[src/rtl/mul_accum64.sv]
// Multiply-accumulate back end: sums signed 64-bit products of a packet into a
// signed accumulator and presents the registered result on a valid/ready port.
module mul_accum64 #(
   parameter int ACC_W = 64,
   parameter bit SAT   = 1'b1,
   parameter int CNT_W = 8
) (
   input  logic             clk,
   input  logic             rst_n,
   input  logic             in_valid,
   output logic             in_ready,
   input  logic [63:0]      in_product,
   input  logic             in_last,
   output logic             out_valid,
   input  logic             out_ready,
   output logic [ACC_W-1:0] out_acc,
   output logic             out_ovf,
   output logic [CNT_W-1:0] out_count
);

   typedef enum logic {
      ACCUM = 1'b0,
      HOLD  = 1'b1
   } state_t;

   state_t state, state_nxt;

   logic [ACC_W-1:0] acc, prod_ext, sum, acc_nxt;
   logic [CNT_W-1:0] count, count_nxt;
   logic             ovf, add_ovf, accept;

   assign prod_ext = ACC_W'($signed(in_product));

   always_ff @(posedge clk) begin
      if (!rst_n) state <= ACCUM;
      else        state <= state_nxt;
   end

   // in_ready is gated by rst_n so no beat is taken while reset is held
   always_comb begin
      state_nxt = state;
      in_ready  = 1'b0;
      out_valid = 1'b0;
      accept    = 1'b0;
      case (state)
         ACCUM: begin
            in_ready = rst_n;
            accept   = in_valid & rst_n;
            if (accept && in_last) state_nxt = HOLD;
         end
         HOLD: begin
            out_valid = 1'b1;
            if (out_ready) state_nxt = ACCUM;
         end
         default: state_nxt = ACCUM;
      endcase
   end

   // Signed overflow: equal addend signs, sum sign differs; clamp by addend sign
   always_comb begin
      sum     = acc + prod_ext;
      add_ovf = (acc[ACC_W-1] == prod_ext[ACC_W-1]) && (sum[ACC_W-1] != acc[ACC_W-1]);
      acc_nxt = sum;
      if (SAT && add_ovf) begin
         if (prod_ext[ACC_W-1]) acc_nxt = {1'b1, {(ACC_W-1){1'b0}}};
         else                   acc_nxt = {1'b0, {(ACC_W-1){1'b1}}};
      end
      count_nxt = (count == '1) ? count : count + 1'b1;
   end

   always_ff @(posedge clk) begin
      if (!rst_n) begin
         acc       <= '0;
         count     <= '0;
         ovf       <= 1'b0;
         out_acc   <= '0;
         out_ovf   <= 1'b0;
         out_count <= '0;
      end else if (accept) begin
         acc   <= acc_nxt;
         count <= count_nxt;
         ovf   <= ovf | add_ovf;
         if (in_last) begin
            out_acc   <= acc_nxt;
            out_ovf   <= ovf | add_ovf;
            out_count <= count_nxt;
         end
      end else if (state == HOLD && out_ready) begin
         acc   <= '0;
         count <= '0;
         ovf   <= 1'b0;
      end
   end

endmodule

[config.mk]
export PLATFORM = sky130hd
export DESIGN_NAME = mul_accum64
export DESIGN_NICKNAME = d
export VERILOG_FILES = /design/src/rtl/mul_accum64.sv
export SDC_FILE = /design/constraint.sdc
export NUM_CORES = 1
export LEC_CHECK = 0
export ABC_AREA = 1
export CORE_AREA = 5 5 217 166
export DETAILED_ROUTE_END_ITERATION = 10
export DIE_AREA = 0 0 222 171
export HOLD_SLACK_MARGIN = 0.06
export PLACE_DENSITY = 0.63
export SETUP_SLACK_MARGIN = 0.3
export SYNTH_ARGS = -nofsm -noshare
export SYNTH_HDL_FRONTEND = slang
export SYNTH_SLANG_ARGS = --single-unit
[constraint.sdc]
create_clock -name clk -period 11.95 [get_ports clk]
set_input_delay 3.585 -clock clk [delete_from_list [all_inputs] [get_ports clk]]
set_output_delay 3.585 -clock clk [all_outputs]
set_load 0.01 [all_outputs]
**Word-level counts from Yosys, hierarchy flattened**

Index checks and enable logic that the tools add are counted.

- Equal/unequal tests: 3
- Bitwise operators: 3
- Reduce and logical (&&, ||, !) cells: 5
- Multiplexer cells: 15
- $add $sub $neg: 2

Operator list:

| cell | number |
|---|---|
| two-way mux 64 bit | 4 |
| adder 64 bit | 1 |
| two-way mux 8 bit | 3 |
| adder 8 x 1 -> 8 bit, second input constant | 1 |
| == test 8 bit, second input constant | 1 |
| two-way mux 1 bit | 7 |
| logical AND 1 bit | 3 |
| case mux 1 bit (2 select lines) | 1 |
| AND reduction 2 bit | 1 |
| nonzero test 2 bit | 1 |
| AND 1 bit | 1 |
| == test 1 bit | 1 |
| != test 1 bit | 1 |
| inverter 1 bit | 1 |
| bitwise OR 1 bit | 1 |

- Register bits: 147
- Word-level logic and storage cells: 35
- Input port bits: 69
- Output and inout port bits: 75

**Longest topological paths before layout**

Gate-level depths: netlist of the first run.

- Depth in word-level cells: 5
- Gate-level depth with buffers: 22

**Worst setup path after synthesis of the first run**

OpenSTA, ideal clock, no wires.

- Path kind: input-to-output
- Start: input rst_n
- End: output in_ready
- Arrival time: 3,780 ps
- Stages on the path: 2
- Path buffers: 0
- Slack: 4,585 ps
- Cell sequence: inv_2 -> nor2_2

- Word-level cells in the longest chain between the ends: 1

RTL lines:

| item | line | source |
|---|---|---|
| start: declaration | 9 | `input logic rst_n,` |
| two-way mux 1 bit | 45 | `case (state)` |
| end: declaration | 11 | `output logic in_ready,` |

Every way passes these cells.

**Worst setup path in the final report of the first run**

Same ends and word-level chain as after synthesis.

==> results of run 1 <==
==> worst max-delay path: stages <==
cell and delay (ps):
sky130_fd_sc_hd__clkdlybuf4s50_1 530, sky130_fd_sc_hd__inv_4 590, sky130_fd_sc_hd__nor2_2 80, sky130_fd_sc_hd__clkdlybuf4s50_1 510
==> flip-flops by register name, indices dropped and copies added (netlist names) <==
register and count:
ovf 1, out_count 8, count 8, out_acc 64, out_ovf 1, state 1
acc 64
==> final cells by class <==
type	count	area (sq um)	share of cell area
multi-input combinational	1496	6980	0.4993
sequential	147	2943	0.2105
timing repair buffer	150	1484	0.1061
inverter	378	1423	0.1018
tap	457	571.8	0.04090
clock buffer	20	446.7	0.03195
clock inverter	12	131.4	0.009398
==> metrics by stage <==
stage	utilization	cells	instance area, sq um	hold WS [ps]	setup WS, ps
floorplan	-	2077	11590	448.2	4585
global placement	0.3947	2628	13400	456.1	3063
detailed placement	0.3947	2628	13400	461.9	3057
CTS	0.4117	2660	13980	471.3	3046
global route	0.4117	2660	13980	489.5	2922
finish	0.4117	2660	13980	468.6	3054
==> power by group <==
| part | switching [uW] | internal [uW] |
|---|---|---|
| Sequential | 17.7 | 522 |
| Clock | 228 | 313 |
| Combinational | 330 | 174 |
| Total | 576 | 1010 |
==> path summary, 6_finish.rpt <==
path | slack, ps | cells after the start | to
max | 3050 | 4 | in_ready
min | 470 | 2 | acc[18]
max reg2reg | 7640 | 20 | acc[32]
min reg2reg | 470 | 2 | acc[18]
==> cells in the mapped netlist (2+ instances only) <==
cell type and count:
sky130_fd_sc_hd__nand3_1 88, sky130_fd_sc_hd__nor2_2 6, sky130_fd_sc_hd__nand3_2 5, sky130_fd_sc_hd__fa_1 2, sky130_fd_sc_hd__buf_2 19, sky130_fd_sc_hd__nand3b_1 6
sky130_fd_sc_hd__o21bai_1 4, sky130_fd_sc_hd__nand2_1 756, sky130_fd_sc_hd__dfxtp_1 147, sky130_fd_sc_hd__buf_4 5, sky130_fd_sc_hd__nor2_4 3, sky130_fd_sc_hd__nand4_1 11
sky130_fd_sc_hd__xor2_1 4, sky130_fd_sc_hd__clkbuf_1 21, sky130_fd_sc_hd__ha_1 64, sky130_fd_sc_hd__buf_1 11, sky130_fd_sc_hd__inv_1 368, sky130_fd_sc_hd__xnor2_1 5
sky130_fd_sc_hd__nand2_2 11, sky130_fd_sc_hd__nor2_1 245, sky130_fd_sc_hd__nor3_1 10, sky130_fd_sc_hd__and2_1 3, sky130_fd_sc_hd__inv_2 8, sky130_fd_sc_hd__a2bb2oi_1 2
sky130_fd_sc_hd__nor3_2 5, sky130_fd_sc_hd__o21ai_1 56, sky130_fd_sc_hd__o21ai_0 55, sky130_fd_sc_hd__a21oi_1 143
==> cell families after synthesis <==
| family | Yosys count | share of synthesized area |
|---|---|---|
| AO/OA/AOI/OAI | 265 | 0.1176 |
| XOR/XNOR | 9 | 0.006802 |
| adder cells (fa/ha/maj) | 66 | 0.07255 |
| buffers and inverters | 434 | 0.1444 |
| flip-flops | 147 | 0.2539 |
| multiplexers | 1 | 0.0009716 |
| AND/OR/NAND/NOR | 1155 | 0.4038 |
==> per-layer routing <==
metal / wire length, um / track usage
met1: 21120 / 0.3130
met2: 16360 / 0.3121
met3: 2606 / 0.04906
met5: 25 / 0
met4: 565 / 0.04956
==> metrics.cfg, run 1 <==
[die]
die-area_sq_um = 37960
initial_core_util = 0.3413
die-width_um = 222
die_y_um = 171
design.portCount = 144
coreArea_sq_um = 33960
placement_rows = 59

[layout]
antenna-diode-count = 0
count_of_fill_cells_added_during_filler_insertion = 3792
layout.cells.most_common_list = sky130_fd_sc_hd__nand2_1 (756), sky130_fd_sc_hd__inv_1 (368), sky130_fd_sc_hd__nor2_1 (245)
final_nets = 2325
layout.cells.most_common = sky130_fd_sc_hd__nand2_1
drive_above_1_share = 0.03768
layout-area-overhead-vs-synth_pct = 20.63

[grt]
grt_pass1_vias = 11490
number_of_antenna_violations_at_the_first_check_in_global_routing = 2
globalRouteTotalUtil = 0.2116
grt_overflow = 0
grt_start_max_net_pins = 76
wire_length_of_the_first_global_routing_pass_um = 63710

[hold_path]
hold_path_startpoint = acc[18]
hold_path.class = register to register

[sta]
layout_min_cycle_time_ps = 8896
max_slew_headroom_at_the_worst_pin = 0.4079
setup-tns-final_ps = 0
layout_worst_path_cycle_share = 0.7444
unrepaired_setup_endpoints_after_global_routing = false
fmax_ghz = 0.1124
skew_ps = 9.445
finalHoldViolations = 0
timing.final.max_slew_violations = 0
worst-slew-pin-transition_ps = 888.2
final-setup-viol-count = 0

[worst_setup_path]
cp_data_arrival_time_ps = 5310
worstSetupPathType = input pin to primary output
setup.worst_path.start_class = input pin
timing.critical_path.from = rst_n
crit_fanout = 69
critical_path.reg2reg.startpoint = acc[26]
required_ps = 8370
worst_setup_path_end_kind = primary output

[clock_network]
postCtsHoldBufs = 0
cts_h_tree_depth = 4
clock_tree_from_tritoncts = done
cts_setup_buffers = 0
clock_latency_ps = 450
cts_inserted_buffers = 17
root_buffer = sky130_fd_sc_hd__clkbuf_16
cts_max_path_buffers = 2
cts_resized = 0
cts.reportedPaths.clkPinSlew_ps = 60
cts_sinks = 147

[route]
route.detailed.drc = 0
wl_per_cell_um = 15.29
route.final.wire_length_um = 40680
drt_pass1_iterations = 6
route.antenna.remaining_nets = 0
starting_drt_drc_count = 800
vias_per_cell = 4.650
vias = 12370

[yosys]
postSynth.asyncResetShare = 0
netlist_area_sq_um = 11590
synth_seq_cells = 147
synth.avg_cell_area_sq_um = 5.579
yosys.area.top_type = sky130_fd_sc_hd__dfxtp_1
ys_types = 42
synth_top_cell_area_share = 0.2539
synthFlopType = sky130_fd_sc_hd__dfxtp_1
synth_area_leaders = sky130_fd_sc_hd__dfxtp_1 (25%), sky130_fd_sc_hd__nand2_1 (24%), sky130_fd_sc_hd__inv_1 (12%), sky130_fd_sc_hd__nor2_1 (7.9%), sky130_fd_sc_hd__ha_1 (6.9%)
synth-edff-count = 0
synth-warning-count = 0
syn_inst = 2077
synth-seq-area-share = 0.2539
synth_fp_nets = 2212

[power]
pwr_density_cell_nw_per_um2 = 113.4
totalPowerFinal_uw = 1585
vdd.ir_drop.worst_mv = 0.09431
leakage_component_of_the_power_uw = 0.007593

[place]
dp_hpwl_um = 32260
gp_congestion = 0.9431
portBuffers = 143

[run_status]
outcome = completed

[flow_run]
timing.max_cap.violations = 0

(Power assumes the default switching activity.)
==> run 2, diff against run 1 <==
--- a/config.mk
+++ b/config.mk
@@ -10,7 +10,7 @@
 export DETAILED_ROUTE_END_ITERATION = 10
 export DIE_AREA = 0 0 222 171
 export HOLD_SLACK_MARGIN = 0.06
-export PLACE_DENSITY = 0.63
+export PLACE_DENSITY = 0.65
 export SETUP_SLACK_MARGIN = 0.3
 export SYNTH_ARGS = -nofsm -noshare
 export SYNTH_HDL_FRONTEND = slang
==> constraint.sdc (replaced) <==
create_clock -name clk -period 7.15 [get_ports clk]
set_input_delay 2.145 -clock clk [delete_from_list [all_inputs] [get_ports clk]]
set_output_delay 2.145 -clock clk [all_outputs]
set_load 0.01 [all_outputs]
==> metrics.cfg, run 2 (synthesis gave the netlist of run 1 again) <==
[run_status]
outcome = completed

[sta]
fmax_ghz = 0.1641
setup-tns-final_ps = 0  ; unchanged
worst-slew-pin-transition_ps = 998.5  ; +110.3 ps
unrepaired_setup_endpoints_after_global_routing = false
final-setup-viol-count = 0  ; unchanged
skew_ps = 8.688  ; -0.7568 ps
layout_min_cycle_time_ps = 6095
finalHoldViolations = 0  ; unchanged
layout_worst_path_cycle_share = 0.8525
max_slew_headroom_at_the_worst_pin = 0.3329  ; -0.07499
timing.final.max_slew_violations = 0  ; unchanged

[hold_path]
hold_path_startpoint = acc[43]
holdPathStages = 2  ; unchanged
hold-path-endpoint = acc[43]
hold_path.class = register to register

[clock_network]
cts_sinks = 147  ; unchanged
cts_max_path_buffers = 2  ; unchanged
cts_inserted_buffers = 17  ; unchanged
cts_resized = 0  ; unchanged
postCtsHoldBufs = 0  ; unchanged
cts_setup_buffers = 0  ; unchanged
clock_latency_ps = 450  ; about the same
root_buffer = sky130_fd_sc_hd__clkbuf_16
clock_tree_from_tritoncts = done
cts_h_tree_depth = 4  ; unchanged
cts.reportedPaths.clkPinSlew_ps = 70  ; about the same

[layout]
layout.cells.most_common = sky130_fd_sc_hd__nand2_1
final_nets = 2327  ; +0.086%
layout_top_registers = acc (64), out_acc (64)
layout-area-overhead-vs-synth_pct = 20.81
antenna-diode-count = 0  ; unchanged
design_area_sq_um = 14000  ; +0.14%
multiInputGateArea_sq_um = 6980  ; unchanged
count_of_fill_cells_added_during_filler_insertion = 3797  ; +0.13%
drive_above_1_share = 0.03946  ; +0.001780
register_area_sq_um = 2943  ; unchanged
layout.cells.most_common_list = sky130_fd_sc_hd__nand2_1 (756), sky130_fd_sc_hd__inv_1 (368), sky130_fd_sc_hd__nor2_1 (245)

[worst_setup_path]
setup.worst_path.start_class = input pin
crit-reg2reg-capture = acc[32]
reg2reg_setup_slack_ps = 2870  ; -4770 ps
reg2reg_depth = 22  ; +10%
worst_setup_path_end_kind = register
worstSetupPathType = input pin to register
required_ps = 7520  ; -850 ps
critical_path.reg2reg.startpoint = acc[5]
cp_data_arrival_time_ps = 6470  ; +1160 ps
timing.critical_path.from = in_product[3]
crit_fanout = 21  ; -70%

[die]
coreArea_sq_um = 33960  ; unchanged
placement_rows = 59  ; unchanged
die-width_um = 222  ; unchanged
design.portCount = 144  ; unchanged
die_y_um = 171  ; unchanged
initial_core_util = 0.3413  ; unchanged
die-area_sq_um = 37960  ; unchanged

[power]
pwr_density_cell_nw_per_um2 = 190.5  ; +68%
totalPowerFinal_uw = 2667  ; +68%
leakage_component_of_the_power_uw = 0.007617  ; +0.32%
vdd.ir_drop.worst_mv = 0.1384  ; +47%

[grt]
use_met1 = 0.3286  ; +0.01566
most_utilized_layer_in_the_global_route_result = met1
number_of_antenna_violations_at_the_first_check_in_global_routing = 2  ; unchanged
gr-usage-met3 = 0.04683  ; -0.002230
wire_length_of_the_first_global_routing_pass_um = 66080  ; +3.7%
grt_pass1_vias = 11790  ; +2.5%
grt_util_met2 = 0.3264  ; +0.01426
grt_start_max_net_pins = 76  ; unchanged
grt_overflow = 0  ; unchanged
globalRouteTotalUtil = 0.2197  ; +0.008097

[flow_run]
timing.max_cap.violations = 0  ; unchanged

[route]
wl_per_cell_um = 15.74  ; +2.9%
starting_drt_drc_count = 935  ; +17%
route.final.wire_length_um = 41900  ; +3.0%
drt_pass1_iterations = 5  ; -1
route.antenna.remaining_nets = 0  ; unchanged
vias_per_cell = 4.708  ; +1.2%
route.detailed.drc = 0  ; unchanged
vias = 12530  ; +1.3%

[place]
gp_congestion = 0.9267  ; -1.7%
post_detailed_placement_cell_area_sq_um = 13420  ; +0.11%
portBuffers = 143  ; unchanged
dp_hpwl_um = 33500  ; +3.9%

==> run 2: how the worst max path moves through the flow <==
stage | to | slack (ps)
2_1_floorplan | out_acc[24] | 2120
6_report | acc[32] | 1050
5_1_grt | acc[32] | 720
3_3_place_gp | acc[32] | 690
4_1_cts | acc[32] | 1140
3_5_place_dp | acc[32] | 680
==> run 2: per-layer routing <==
layer / vias to the layer above / wire, um
met5: - / 32
met3: 33 / 2229
met4: 4 / 590
li1: 6570 / -
met1: 5636 / 22170
met2: 290 / 16880
==> run 2: power by group <==
part           switching (uW)  total, uW  internal [uW]
Combinational             555        846            291
Clock                     422        918            495
Sequential               30.2        903            872
==> run 2: final cells by class <==
cell class / count / area share
tap: 457 / 0.04084
clock buffer: 17 / 0.03039
clock inverter: 15 / 0.01126
inverter: 378 / 0.1016
sequential: 147 / 0.2102
multi-input combinational: 1496 / 0.4986
timing repair buffer: 152 / 0.1071
==> run 2: worst max-delay path, stage by stage <==
cell and delay, ps:
sky130_fd_sc_hd__clkdlybuf4s50_1 450, sky130_fd_sc_hd__ha_1 370, sky130_fd_sc_hd__nand2_1 110, sky130_fd_sc_hd__nor2_1 210, sky130_fd_sc_hd__nand2_1 100, sky130_fd_sc_hd__nand2_2 130
sky130_fd_sc_hd__nand2_1 70, sky130_fd_sc_hd__nand2_1 170, sky130_fd_sc_hd__nand2_1 100, sky130_fd_sc_hd__nand2_2 130, sky130_fd_sc_hd__nand2_1 110, sky130_fd_sc_hd__nand2_1 120
sky130_fd_sc_hd__a41oi_1 130, sky130_fd_sc_hd__fa_1 530, sky130_fd_sc_hd__nor3_1 70, sky130_fd_sc_hd__inv_2 60, sky130_fd_sc_hd__nand2_1 50, sky130_fd_sc_hd__inv_1 630
sky130_fd_sc_hd__buf_4 330, sky130_fd_sc_hd__nand2_1 80, sky130_fd_sc_hd__o21ai_1 160, sky130_fd_sc_hd__nand2_1 70, sky130_fd_sc_hd__a21oi_1 150
==> run 2: per-stage QoR <==
stage	hold slack, ps	utilization	worst slack [ps]	cells
after floorplan	448.2	-	2119	2077
after CTS	471.4	0.4123	1138	2662
final	469.9	0.4123	1055	2662
after global placement	455.7	0.3951	694.7	2630
after global routing	482.0	0.4123	715.8	2662
after detailed placement	460.4	0.3951	678.0	2630
